## config.mk

```make
export PLATFORM = sky130hd
export DESIGN_NAME = load_store_unit
export DESIGN_NICKNAME = d
export VERILOG_FILES = /design/src/rtl/lsu_pkg.sv /design/src/rtl/data_lane_align.sv /design/src/rtl/load_store_unit.sv
export SDC_FILE = /design/constraint.sdc
export NUM_CORES = 1
export LEC_CHECK = 0
export ABC_AREA = 1
export ABC_CLOCK_PERIOD_IN_PS = 4800
export BUFFER_PORTS_ARGS = -buffer_cell sky130_fd_sc_hd__buf_4
export CORE_ASPECT_RATIO = 1.2
export CORE_MARGIN = 2
export CORE_UTILIZATION = 57
export DETAILED_ROUTE_END_ITERATION = 7
export GPL_TIMING_DRIVEN = 0
export PLACE_DENSITY = 0.86
export SYNTH_ARGS = -nofsm -noshare
export SYNTH_HDL_FRONTEND = slang
export SYNTH_SLANG_ARGS = --single-unit
```

## constraint.sdc

```tcl
create_clock -name clk -period 4.8 [get_ports clk]
set_input_delay 0.96 -clock clk [delete_from_list [all_inputs] [get_ports clk]]
set_output_delay 0.96 -clock clk [all_outputs]
set_load 0.02 [all_outputs]
```

## src/rtl/lsu_pkg.sv

```systemverilog
// Shared definitions for the load/store unit: access-size encodings,
// controller state enum and the default top of the data region.
package lsu_pkg;

  localparam logic [1:0] SZ_BYTE = 2'b00;
  localparam logic [1:0] SZ_HALF = 2'b01;
  localparam logic [1:0] SZ_WORD = 2'b10;
  localparam logic [1:0] SZ_RSVD = 2'b11;

  // First byte address outside the data region.
  localparam logic [31:0] DEFAULT_DATA_LIMIT = 32'h0000_1000;

  typedef enum logic [2:0] {
    ST_IDLE,
    ST_RD,
    ST_WR,
    ST_HOLD,
    ST_RESP
  } lsu_state_t;

endpackage

```

## src/rtl/data_lane_align.sv

```systemverilog
// Little-endian lane steering between a memory word and the datapath.
// Produces the sign/zero-extended load value and the read-modify-write
// store word for the addressed byte/halfword lanes. Purely combinational.
module data_lane_align
  import lsu_pkg::*;
(
  input  logic [1:0]  offset,
  input  logic [1:0]  size,
  input  logic        is_unsigned,
  input  logic [31:0] word,
  input  logic [31:0] wdata,
  output logic [31:0] load_data,
  output logic [31:0] store_word
);

  logic [4:0]  shamt;
  logic [31:0] shifted;
  logic [31:0] lane_mask;
  logic [31:0] lane_data;

  assign shamt     = {offset, 3'b000};
  assign shifted   = word >> shamt;
  assign lane_data = wdata << shamt;

  // Select the extension width for loads and the lane mask for stores.
  always_comb begin
    // NOTE: every output of a combinational block gets a default first so
    // no path through the case leaves it unassigned (which would infer a latch).
    load_data = shifted;
    lane_mask = 32'hFFFF_FFFF;
    unique case (size)
      SZ_BYTE: begin
        load_data = {{24{~is_unsigned & shifted[7]}}, shifted[7:0]};
        lane_mask = 32'h0000_00FF << shamt;
      end
      SZ_HALF: begin
        load_data = {{16{~is_unsigned & shifted[15]}}, shifted[15:0]};
        lane_mask = 32'h0000_FFFF << shamt;
      end
      default: begin
        load_data = shifted;
        lane_mask = 32'hFFFF_FFFF;
      end
    endcase
  end

  // Replace only the addressed lanes; untouched lanes keep the word read.
  assign store_word = (word & ~lane_mask) | (lane_data & lane_mask);

endmodule

```

## src/rtl/load_store_unit.sv

```systemverilog
// Load/store unit: single-outstanding initiator for the word-wide,
// byte-addressable data port. Sub-word stores are read-modify-write.
// Optional feature: define LSU_ALIGN_CHECK_EN to reject misaligned
// halfword/word requests; otherwise they are aligned down silently.
module load_store_unit
  import lsu_pkg::*;
#(
  parameter logic [31:0] DATA_LIMIT = DEFAULT_DATA_LIMIT,
  parameter int unsigned WRITE_HOLD = 1
) (
  input  logic        clk,
  input  logic        rst_n,
  input  logic        req_valid,
  output logic        req_ready,
  input  logic        req_we,
  input  logic [1:0]  req_size,
  input  logic        req_unsigned,
  input  logic [31:0] req_addr,
  input  logic [31:0] req_wdata,
  output logic        resp_valid,
  output logic        resp_err,
  output logic [31:0] resp_rdata,
  output logic [31:0] mem_addr,
  output logic [31:0] mem_wdata,
  output logic        mem_read,
  output logic        mem_write,
  input  logic [31:0] mem_rdata
);

  localparam int HCW = (WRITE_HOLD > 1) ? $clog2(WRITE_HOLD) : 1;

  lsu_state_t     state, state_nxt;
  logic           r_we;
  logic [1:0]     r_size;
  logic           r_uns;
  logic [1:0]     r_off;
  logic [31:0]    r_wdata;
  logic [HCW-1:0] hold_cnt;

  logic           accept;
  logic           misaligned;
  logic           req_err;
  logic           word_store;
  logic [1:0]     eff_off;
  logic [31:0]    load_data;
  logic [31:0]    store_word;

  assign accept     = req_valid && req_ready;
  assign word_store = req_we && (req_size == SZ_WORD);

`ifdef LSU_ALIGN_CHECK_EN
  assign misaligned = ((req_size == SZ_HALF) && req_addr[0]) ||
                      ((req_size == SZ_WORD) && (req_addr[1:0] != 2'b00));
`else
  assign misaligned = 1'b0;
`endif

  assign req_err = (req_size == SZ_RSVD) || (req_addr >= DATA_LIMIT) || misaligned;

  // Lane offset after silent alignment: halfword drops bit 0, word drops both.
  assign eff_off = (req_size == SZ_WORD) ? 2'b00 :
                   (req_size == SZ_HALF) ? {req_addr[1], 1'b0} : req_addr[1:0];

  data_lane_align u_align (
    .offset      (r_off),
    .size        (r_size),
    .is_unsigned (r_uns),
    .word        (mem_rdata),
    .wdata       (r_wdata),
    .load_data   (load_data),
    .store_word  (store_word)
  );

  // State register; reset returns to IDLE at once, dropping any strobe.
  always_ff @(posedge clk or negedge rst_n) begin
    // NOTE: sequential state uses non-blocking assignments so every flop
    // samples pre-edge values regardless of block evaluation order.
    if (!rst_n) state <= ST_IDLE;
    else        state <= state_nxt;
  end

  // Next-state decode.
  always_comb begin
    state_nxt = state;
    unique case (state)
      ST_IDLE: begin
        if (accept) begin
          if (req_err)         state_nxt = ST_RESP;
          else if (word_store) state_nxt = ST_WR;
          else                 state_nxt = ST_RD;
        end
      end
      ST_RD:   state_nxt = r_we ? ST_WR : ST_RESP;
      ST_WR:   state_nxt = ST_HOLD;
      ST_HOLD: if (hold_cnt == '0) state_nxt = ST_RESP;
      ST_RESP: state_nxt = ST_IDLE;
      default: state_nxt = ST_IDLE;
    endcase
  end

  // Strobes and handshakes are pure functions of the state, so read and
  // write can never overlap.
  always_comb begin
    req_ready  = 1'b0;
    mem_read   = 1'b0;
    mem_write  = 1'b0;
    resp_valid = 1'b0;
    unique case (state)
      ST_IDLE: req_ready  = 1'b1;
      ST_RD:   mem_read   = 1'b1;
      ST_WR:   mem_write  = 1'b1;
      ST_HOLD: ;
      ST_RESP: resp_valid = 1'b1;
      default: ;
    endcase
  end

  // Request capture, memory address/data registers and response data.
  always_ff @(posedge clk or negedge rst_n) begin
    // NOTE: the datapath registers drive outputs directly, so they are all
    // reset to give defined port values out of reset.
    if (!rst_n) begin
      r_we       <= 1'b0;
      r_size     <= SZ_BYTE;
      r_uns      <= 1'b0;
      r_off      <= 2'b00;
      r_wdata    <= '0;
      hold_cnt   <= '0;
      mem_addr   <= '0;
      mem_wdata  <= '0;
      resp_err   <= 1'b0;
      resp_rdata <= '0;
    end else begin
      unique case (state)
        ST_IDLE: begin
          if (accept) begin
            r_we       <= req_we;
            r_size     <= req_size;
            r_uns      <= req_unsigned;
            r_off      <= eff_off;
            r_wdata    <= req_wdata;
            resp_err   <= req_err;
            resp_rdata <= '0;
            if (!req_err) begin
              mem_addr <= {req_addr[31:2], 2'b00};
              if (word_store) mem_wdata <= req_wdata;
            end
          end
        end
        ST_RD: begin
          if (r_we) mem_wdata  <= store_word;
          else      resp_rdata <= load_data;
        end
        ST_WR:   hold_cnt <= HCW'(WRITE_HOLD - 1);
        ST_HOLD: hold_cnt <= hold_cnt - 1'b1;
        ST_RESP: begin
          resp_err   <= 1'b0;
          resp_rdata <= '0;
        end
        default: ;
      endcase
    end
  end

endmodule
```

# ---- Word-level counts from Yosys, hierarchy flattened
# Cells that the tools add are included.
dict set report totals {
  register_bits 137
  in_bits 103
  output_inout_bits 101
  word_cells 79
}
dict set report op_classes {
  add_sub_neg 1
  n_lt_le_gt_ge 1
  eq_ne 14
  n_shift 4
  n_mux 25
  bitwise 8
  n_reduce_logical 15
}
# op n
set ops {}
lappend ops {{32-bit two-way mux} 6}
lappend ops {{32-bit one-hot mux with 2 select lines} 3}
lappend ops {{32-bit one-hot mux with 3 select lines} 1}
lappend ops {{32-bit AND} 2}
lappend ops {{32-bit by 13-bit >= comparator with 1-bit output, second input constant} 1}
lappend ops {{32-bit NOT} 1}
lappend ops {{32-bit OR} 1}
lappend ops {{16-bit by 5-bit left shift with 32-bit output, first input constant} 1}
lappend ops {{32-bit by 5-bit left shift with 32-bit output} 1}
lappend ops {{8-bit by 5-bit left shift with 32-bit output, first input constant} 1}
lappend ops {{32-bit by 5-bit right shift with 32-bit output} 1}
lappend ops {{3-bit two-way mux} 4}
lappend ops {{2-bit inequality test, second input constant} 6}
lappend ops {{3-bit one-hot mux with 4 select lines} 1}
lappend ops {{3-bit by 2-bit == test with 1-bit output, second input constant} 2}
lappend ops {{1-bit two-way mux} 6}
lappend ops {{2-bit AND reduction} 3}
lappend ops {{3-bit AND reduction} 2}
lappend ops {{2-bit nonzero test} 3}
lappend ops {{5-bit AND reduction} 1}
lappend ops {{2-bit by 1-bit == test with 1-bit output, second input constant} 2}
lappend ops {{2-bit == test, second input constant} 2}
lappend ops {{2-bit two-way mux} 2}
lappend ops {{1-bit one-hot mux with 2 select lines} 2}
lappend ops {{10 further kinds} 13}

# ---- Depth between registers and ports, before layout
dict set report depth {
  word_depth 7
  ltp_mapped 11
  ltp_nobuf 10
}

# ---- Cells and area by module
# From an unflattened synthesis, not the netlist that was laid out.
dict set report hier_totals {
  cells_unflattened 1083
  area_unflattened_um2 7872.6
}
# mod n_inst cells_each area_per_inst_um2 seq_area_each_um2
set by_module_without_submodules {}
lappend by_module_without_submodules {load_store_unit 1 687 5919.4 3428.3}
lappend by_module_without_submodules {data_lane_align 1 396 1953.1 0.0}

# ---- Least setup slack after synthesis
# OpenSTA, ideal clock, no wires.
dict set report synth_path {
  kind {input to register}
  startpoint {input req_addr[31]}
  endpoint {register mem_wdata[11]}
  setup_time_ns 0.065
  arrival_ns 2.076
  required_ns 4.735
  slack_ns 2.659
  path_stages 9
  path_buffers 1
  cell_sequence {or2_2 -> nor2_1 -> nand3_1 -> nand2_1 -> nand2_1 -> nor2_2 -> buf_2 -> nand2_1 -> nand2_1}
}
dict set report synth_via {
  elab_chain_len 4
}
# element line_no
set synth_rtl {}
lappend synth_rtl {{start: declaration} load_store_unit.sv:18} ;# input logic [31:0] req_addr,
lappend synth_rtl {{32-bit by 13-bit >= comparator with 1-bit output} load_store_unit.sv:58} ;# assign req_err = (req_size == SZ_RSVD) || (req_addr >= DATA_LIMIT) || misaligned;
lappend synth_rtl {{1-bit logical OR} load_store_unit.sv:58}
lappend synth_rtl {{2-bit inequality test (no source line)} n/a}
lappend synth_rtl {{5-bit AND reduction (no source line)} n/a}
lappend synth_rtl {{end signal: assignment} load_store_unit.sv:146} ;# if (word_store) mem_wdata <= req_wdata;
lappend synth_rtl {{end signal: assignment} load_store_unit.sv:151} ;# if (r_we) mem_wdata <= store_word;
lappend synth_rtl {{end: declaration} load_store_unit.sv:24} ;# output logic [31:0] mem_wdata,
# Every way passes these cells.
# A chain may end at the register's enable or synchronous reset.

# ---- Final worst setup path
dict set report layout_path {
  startpoint {register state[1]}
  endpoint {output mem_read}
}
dict set report layout_via {
  elab_chain_len 2
}
# element line_no
set layout_rtl {}
lappend layout_rtl {{start: declaration} load_store_unit.sv:32} ;# lsu_state_t state, state_nxt;
lappend layout_rtl {{start signal: assignment} load_store_unit.sv:79} ;# else state <= state_nxt;
lappend layout_rtl {{3-bit by 1-bit == test with 1-bit output} load_store_unit.sv:108} ;# unique case (state)
lappend layout_rtl {{1-bit two-way mux} load_store_unit.sv:108}
lappend layout_rtl {{end: declaration} load_store_unit.sv:25} ;# output logic mem_read,
# Every way passes these cells.

==> flow_summary.toml <==
[yosys]
yosysWarnings = 0
ys_ff_latch = 137
synth_area_leaders = "dfrtp_1 47%, nand2_1 26%, o21ai_0 7.7%"
synth_edf_count = 0
seq_area_frac_synth = 0.4734
netlist.area_leader.share = 0.4734
ys_types = 24
synth_ff_type = "dfrtp_1"
postSynthCellCount = 1046
async_flop_share = 1.000
yosysTopAreaCell = "dfrtp_1"
syn_avg_cell_area_um2 = 6.923
synth_area_mm2 = 0.007242

[setup_path]
ff2ff_path_depth = 7
worstPathArrival_ns = 2.04
crit_path_cell_trace = "nor3_4 -> clkbuf_1 -> buf_4"
critPathSlowestCell = "clkbuf_1"
path_buf_inv = 2
path_max_fanout = 10
max_stage_delay_ns = 0.48
cp_top_family = "buffers and inverters"
worst-r2r-setup-slack_ns = 2.54
r2r_end = "mem_addr[20]"
cp_data_required_time_ns = 3.84
cp-end-kind = "primary output"
r2r_start = "state[1]"
cp.depth = 3
path_class = "flop to primary output"
start_kind = "flop"

[floorplanning]
row_count = 45
core-area_mm2 = 0.01256
die-area_mm2 = 0.01363
ios = 204
die_h_um = 127.5
die_w_um = 106.9
floorplan.initialDensity = 0.5768

[clock_network]
insertion_delay_ns = 0.43
clock_sinks = 137
post-cts-setup-buffer-count = 0
ctsResizeCount = 0
cts_tree = "built"
clockRootBuffer = "clkbuf_16"
clock_path_buffers = 2
hold_buffers = 0
htreeDepth = 4
path_clk_slew_ns = 0.06
cts-buffers-inserted = 17

[sta]
rsz0062_at_grt = "false"
period_needed_ns = 3.005
tightest_slew_ns = 0.6536
max_freq_mhz = 332.8
finalSetupViolCount = 0
whs_ns = 0.4799
skew_ns = 0.007224
slew_headroom = 0.5626
finalCritPeriodShare = 0.6260
final.setup.worst_slack_ns = 1.795
finalMaxSlewViolations = 0
hold_viol = 0
tns_ns = 0

[place]
io_buffers = 201
dpl.hpwl_mm = 19.15
post-place-ws_ns = 1.980
gp_congestion = 0.9921

[route]
vias = 7912
drt_pass1_iterations = 5
drtAntennaViolNets = 0
wire_per_inst_um = 17.42
drc = 0
finalWirelength_mm = 25.12
drt_iter0_markers = 873
via_per_inst = 5.487

[finish]
multiInputGateArea_mm2 = 0.003238
final_nets = 1371
fill_cells = 1018
n_antenna_cell = 0
register_area_mm2 = 0.003428
syn2layout_area_growth_pct = 31.72
layout-drive-gt1-share = 0.2097
utilization = 0.7597

[global_routing]
antenna_found_initial = 0
grt_pass1_vias = 7633
grt_pass1_wl_mm = 39.30
grt_max_degree = 82
overflow = 0
track_usage = 0.3778

[power_and_ir_drop]
power_leakage_nw = 5.278
p_per_area_mw_per_mm2 = 517.6
irDropWorstVdd_mv = 0.2743

[status]
run_status = "finished, final reports clean"

[min_path]
hold_path.class = "primary input to asynchronous set/reset pin"

[job]
drv_cap = 0
[cells in the mapped netlist (2+ instances only)]
master / n
dfrtp_1: 137
nand3_2: 2
o21ai_1: 3
inv_1: 81
nand3_1: 70
o21ai_0: 111
buf_2: 22
buf_1: 6
inv_2: 4
nand4_1: 10
o22ai_1: 8
nor2_1: 52
nand2_1: 492
o211ai_1: 9
a21oi_1: 3
clkbuf_1: 24
buf_4: 5
[flip-flops by register name, indices dropped and copies added (netlist names)]
register / count
resp_rdata: 32
r_we: 1
mem_wdata: 32
r_size: 2
resp_err: 1
r_off: 2
state: 3
hold_cnt: 1
r_uns: 1
mem_addr: 30
r_wdata: 32
[per-layer routing]
layer | GRT usage | part of all wire
met2 | 0.6193 | 0.48
met4 | 0.1795 | 0.044
met5 | 0 | 0
met1 | 0.4772 | 0.39
met3 | 0.08163 | 0.088
[through the flow]
step           std cells  area (um^2)  power [W]
2_1_floorplan       1047         7246   0.002887
3_3_place_gp        1412         8960   0.003591
6_report            1442         9539   0.004938
5_1_grt             1442         9539   0.005206
3_5_place_dp        1413         8991   0.003622
4_1_cts             1442         9539   0.004878
[where the power goes]
part	internal [W]	switching, W	total (W)	leakage [nW]
clock	0.000761	0.000489	0.00125	0.270
combinational	0.000674	0.00144	0.00211	3.37
sequential	0.00141	0.000172	0.00158	1.63
[layout by cell type (no fill, tap or decap)]
cell | synthesis | final
clkbuf_1 | 24 | 25
nor2_2 | 1 | 1
clkinvlp_4 | 0 | 2
o211ai_1 | 9 | 9
nor3_4 | 1 | 1
buf_6 | 0 | 1
buf_2 | 22 | 22
o22ai_1 | 8 | 8
o21ai_1 | 3 | 3
nand3_2 | 2 | 2
clkbuf_16 | 0 | 17
buf_1 | 6 | 6
conb_1 | 1 | 2
nor2_1 | 52 | 52
inv_2 | 4 | 4
o21ai_0 | 111 | 111
inv_1 | 81 | 81
dfrtp_1 | 137 | 137
clkbuf_8 | 0 | 1
nand2_1 | 492 | 492
nor2_4 | 1 | 1
buf_4 | 5 | 205
a31oi_1 | 1 | 1
nand4_1 | 10 | 10
nand3_1 | 70 | 70
buf_16 | 0 | 1
clkinv_2 | 0 | 6
or2_2 | 1 | 1
bufinv_16 | 0 | 2
a21oi_1 | 3 | 3
nand2_2 | 1 | 1
[worst max-delay path by stage]
stage                 startpoint            end  slack, ns
detailed placement  req_addr[31]  mem_wdata[29]       1.98
global route            state[1]       mem_read       1.69
finish                  state[1]       mem_read       1.80
global placement    req_addr[31]  mem_wdata[30]       2.03
floorplan           req_addr[31]  mem_wdata[11]       2.66
CTS                     state[1]       mem_read       1.85
[cell type report]
type / count / area share
plain buffers: 57 / 0.02728
clock buffers: 19 / 0.04643
clock inverters: 10 / 0.01102
inverters: 85 / 0.03345
multi-input cells: 768 / 0.3395
flip-flops and latches: 137 / 0.3594
well taps: 164 / 0.02151
repair buffers: 202 / 0.1615
[logic make-up after synthesis]
group | count (synthesis) | synth area share
other | 1 | 0.0005178
AOI/OAI and AO/OA | 135 | 0.09796
DFF | 137 | 0.4734
and+or+nand+nor | 631 | 0.3481
buffers and inverters | 142 | 0.07999
Power figures use the tool's default switching activity.
